## config.mk

```make
export PLATFORM = sky130hd
export DESIGN_NAME = branch_ctrl
export DESIGN_NICKNAME = d
export VERILOG_FILES = /design/src/rtl/branch_ctrl.sv
export SDC_FILE = /design/constraint.sdc
export NUM_CORES = 1
export LEC_CHECK = 0
export BUFFER_PORTS_ARGS = -buffer_cell sky130_fd_sc_hd__buf_2
export CORE_UTILIZATION = 42
export CTS_BUF_LIST = sky130_fd_sc_hd__clkbuf_4 sky130_fd_sc_hd__clkbuf_8
export DETAILED_ROUTE_END_ITERATION = 8
export PLACE_DENSITY_LB_ADDON = 0.08
export SLEW_MARGIN = 25
export SYNTH_ARGS = -nofsm -noshare
export SYNTH_HDL_FRONTEND = slang
export SYNTH_SLANG_ARGS = --single-unit
export TNS_END_PERCENT = 1
```

## constraint.sdc

```tcl
create_clock -name clk -period 3 [get_ports clk]
set_input_delay 0.45 -clock clk [delete_from_list [all_inputs] [get_ports clk]]
set_output_delay 0.45 -clock clk [all_outputs]
set_load 0.01 [all_outputs]
```

## src/rtl/branch_ctrl.sv

```systemverilog
// Branch resolution, mispredict redirect/flush controller and PC-indexed BHT of 2-bit counters.
// Define BRANCH_CTRL_BHT_EN to build the BHT; otherwise prediction is static not-taken.
module branch_ctrl #(
  parameter int BHT_ENTRIES  = 16,
  parameter int FLUSH_CYCLES = 2
) (
  input  logic        clk,
  input  logic        rst,
  input  logic [31:0] f_pc,
  output logic        pred_taken,
  input  logic        x_valid,
  input  logic [31:0] x_inst,
  input  logic [31:0] x_pc,
  input  logic        x_pred_taken,
  input  logic [31:0] x_target,
  input  logic        br_eq,
  input  logic        br_lt,
  output logic        redirect,
  output logic [31:0] redirect_pc,
  output logic        flush
);

  localparam int CW = (FLUSH_CYCLES > 1) ? $clog2(FLUSH_CYCLES) : 1;

  typedef enum logic {IDLE, FLUSH} state_t;

  state_t        state, next_state;
  logic [CW-1:0] cnt, next_cnt;
  logic          next_redirect, next_flush;
  logic [31:0]   next_redirect_pc;
  logic [2:0]    funct3;
  logic          resolve, taken, mispredict;
  logic [31:0]   actual_pc;
  logic          unused_bits;

  assign funct3     = x_inst[14:12];
  assign resolve    = x_valid && (x_inst[6:0] == 7'b1100011) && (state == IDLE);
  assign mispredict = taken != x_pred_taken;
  assign actual_pc  = taken ? x_target : x_pc + 32'd4;

  always_comb begin
    taken = 1'b0;
    case (funct3)
      3'b000:          taken = br_eq;
      3'b001:          taken = !br_eq;
      3'b100, 3'b110:  taken = br_lt;
      3'b101, 3'b111:  taken = !br_lt;
      default:         taken = 1'b0;
    endcase
  end

  // Redirect is a single pulse; flush is stretched by the counter while in FLUSH.
  always_comb begin
    next_state       = state;
    next_cnt         = cnt;
    next_redirect    = 1'b0;
    next_flush       = 1'b0;
    next_redirect_pc = redirect_pc;
    case (state)
      IDLE: begin
        if (resolve && mispredict) begin
          next_state       = FLUSH;
          next_cnt         = CW'(FLUSH_CYCLES - 1);
          next_redirect    = 1'b1;
          next_flush       = 1'b1;
          next_redirect_pc = actual_pc;
        end
      end
      FLUSH: begin
        if (cnt == '0) begin
          next_state = IDLE;
        end else begin
          next_cnt   = cnt - CW'(1);
          next_flush = 1'b1;
        end
      end
    endcase
  end

  always_ff @(posedge clk) begin
    if (rst) begin
      state       <= IDLE;
      cnt         <= '0;
      redirect    <= 1'b0;
      redirect_pc <= '0;
      flush       <= 1'b0;
    end else begin
      state       <= next_state;
      cnt         <= next_cnt;
      redirect    <= next_redirect;
      redirect_pc <= next_redirect_pc;
      flush       <= next_flush;
    end
  end

`ifdef BRANCH_CTRL_BHT_EN
  localparam int IW = (BHT_ENTRIES > 1) ? $clog2(BHT_ENTRIES) : 1;

  logic [1:0]    bht [BHT_ENTRIES];
  logic [IW-1:0] f_idx, x_idx;

  assign f_idx       = f_pc[IW+1:2];
  assign x_idx       = x_pc[IW+1:2];
  // Read is pre-update by construction: no bypass from a same-cycle resolve.
  assign pred_taken  = bht[f_idx][1];
  assign unused_bits = ^{f_pc[31:IW+2], f_pc[1:0], x_inst[31:15], x_inst[11:7]};

  always_ff @(posedge clk) begin
    if (rst) begin
      for (int i = 0; i < BHT_ENTRIES; i++) bht[i] <= 2'b01;
    end else if (resolve) begin
      if (taken && bht[x_idx] != 2'b11)
        bht[x_idx] <= bht[x_idx] + 2'b01;
      else if (!taken && bht[x_idx] != 2'b00)
        bht[x_idx] <= bht[x_idx] - 2'b01;
    end
  end
`else
  assign pred_taken  = 1'b0;
  assign unused_bits = ^{f_pc, x_inst[31:15], x_inst[11:7]};
`endif

endmodule

```

==> run metrics <==
status=finished clean; mean number of vias per cell=approximately 5.5; vias in the first global route=~2500; Critical Path AT=about 2.5 ns; TritonCTS clock tree=done; Clock Skew=~0.0040 ns; flop2flop setup slack=1.24 ns; final-report hold violation count=0; Mapped Area=between 2000 and 2500 sq um; R2R Path End=redirect_pc[21]; total gr overflow=0; R2R depth=4; Total GRT Usage=0.234; RSZ-0062 raised after global routing=no; global-route wire length before repair=about 11000 um; Final ANT Viol Nets=0; Async S/R FF share, synth=0; Syn Inst Count=a little under 300; Pwr Density=377 nW/um^2; Post-synth EDFFs=0; max_cap viols=0; share of layout cells above drive strength 1=0.343; worst vdd ir=~270 uV; Synth Flop Type=dfxtp_1; DRC Markers=0; post-CTS resize count=0; setup TNS=0 ns; total detailed-routing wirelength=roughly 6600 um; count of different cell masters after synthesis=just over 50; largest net degree at the start of global routing=19; most common cell after layout, fill and taps aside=buf_2; Reg area=between 700 and 800 sq um; most frequent cells in the layout=113 x buf_2, 35 x dfxtp_1, 33 x nand2_1; class of the worst hold path=primary input to register; slew of the pin with the lowest slew margin=approximately 0.77 ns; Initial Utilization=0.444; setup violators final=0; Leakage=between 1 and 1.5 nW; placed instance area=2920 sq um; gpl congestion=0.873; Ports=between 150 and 200; root buf cell=clkbuf_8; final instance area=3040 sq um; Tcrit/Tclk final=0.741; via count=roughly 2600; worst rel slew slack=0.485; Cell Count Post-Placement=467; CTS Buffer Depth=2; row count=26; Crit. Startpoint=x_pc[2]; die width=between 70 and 80 um; Clock Sinks=35; Fillers=between 500 and 600; combined area of the multi-input logic cells=around 1500 sq um; die footprint=between 5000 and 6000 sq um; postcts setup bufs=0; cts bufs inserted=5; Final min period=around 2.2 ns; Layout area overhead=32.4%; Crit Reg-Reg Startpoint=state; CTS clock-pin slew for the worst setup and hold paths=about 0.080 ns; n_diodes=0; 1st-iter DRT viols=~160; Non-Filler Instances=roughly 480; Mapped Nets=430; register area share after synthesis=0.305; Die Ht=75.9 um; H-tree depth=2; Req. time, crit path=about 3.2 ns; FF+latch count, synth=35; latest clock arrival within the worst-skew pair=around 0.28 ns; fin nets=~540; initial antenna violation count=0; Core ar.=between 5000 and 6000 sq um; length of the first detailed-routing pass in iterations=4; Final HPWL DP=just over 5000 um; fmax=~0.45 GHz; mean post-synth cell area=between 7 and 8 sq um; Worst setup EP type=register; Crit Path Category=primary input to register; cts hold-fix bufs=0; worst hold slack=between 0.4 and 0.5 ns; CP Max Fanout=12; CP endpoint=redirect_pc[30]; WL/cell=14.0 um; Port Buffers=113; startpoint types=primary input; Syn. warnings=0; Slew Viols, Final=0
## worst max-delay path, cell delays in order
cell	delay, ns
buf_2	0.11
ha_1	0.24
nand4_1	0.19
or3_1	0.53
or4b_2	0.66
nand3_1	0.11
a32o_1	0.16
## per-layer routing
metal	part of all wire	global-route usage
met1	0.46	0.292
met2	0.46	0.397
met3	0.076	0.0614
met4	0.0072	0.0596
met5	0	0
## through the flow
| step | util | setup WS [ns] | total power, W |
|---|---|---|---|
| after global routing | 0.588 | 0.709 | 0.00120 |
| final | 0.588 | 0.778 | 0.00115 |
| after floorplan | - | 0.754 | 0.000597 |
| after CTS | 0.586 | 0.777 | 0.00115 |
| after global placement | 0.564 | 0.475 | 0.000698 |
| after detailed placement | 0.564 | 0.464 | 0.000700 |
## power breakdown
group          total, W  switching, W  internal [W]
Clock          0.000454      0.000185      0.000269
Sequential     0.000465   0.000000422      0.000465
Combinational  0.000226      0.000135     0.0000914
Total           0.00115      0.000320      0.000826
## cell type report
type                    count  share of cell area
multi-input cells         235               0.489
flip-flops and latches     35               0.230
repair buffers            121               0.206
well taps                  70              0.0288
clock buffers               6              0.0272
clock inverters             2              0.0115
inverters                   6             0.00741
## logic make-up after synthesis
logic type / count (synthesis) / share of synthesized area
buffers and inverters: 25 / 0.0507
XOR/XNOR: 21 / 0.0801
flip-flops: 35 / 0.305
AO/OA/AOI/OAI: 85 / 0.275
AND/OR/NAND/NOR: 127 / 0.282
adder cells (fa/ha/maj): 1 / 0.00545
other: 1 / 0.00163
## state kept, by name, indices dropped and copies added (netlist names)
signal	cells
cnt	1
redirect	1
redirect_pc	32
state	1
## worst min path at each step
stage / startpoint / to / slack (ns) / cells after the start
2_1_floorplan: cnt / state / 0.44 / 2
3_3_place_gp: cnt / state / 0.44 / 2
3_5_place_dp: cnt / state / 0.45 / 2
4_1_cts: x_pc[1] / redirect_pc[1] / 0.41 / 3
5_1_grt: x_target[1] / redirect_pc[1] / 0.44 / 3
6_report: x_pc[1] / redirect_pc[1] / 0.42 / 3
## Yosys cell counts, types with 6 or more instances
cell	n	area, sq um
dfxtp_1	35	701
nand2_1	33	124
nand3_1	24	120
nor2_1	24	90.1
a21oi_1	22	110
xnor2_1	13	114
clkbuf_1	11	41.3
o21ai_0	11	55.1
a32o_1	10	100
nand4_1	10	62.6
nor3_1	8	40.0
xor2_1	8	70.1
nor4_1	6	37.5
No activity file was read; power rests on OpenSTA's default activity.
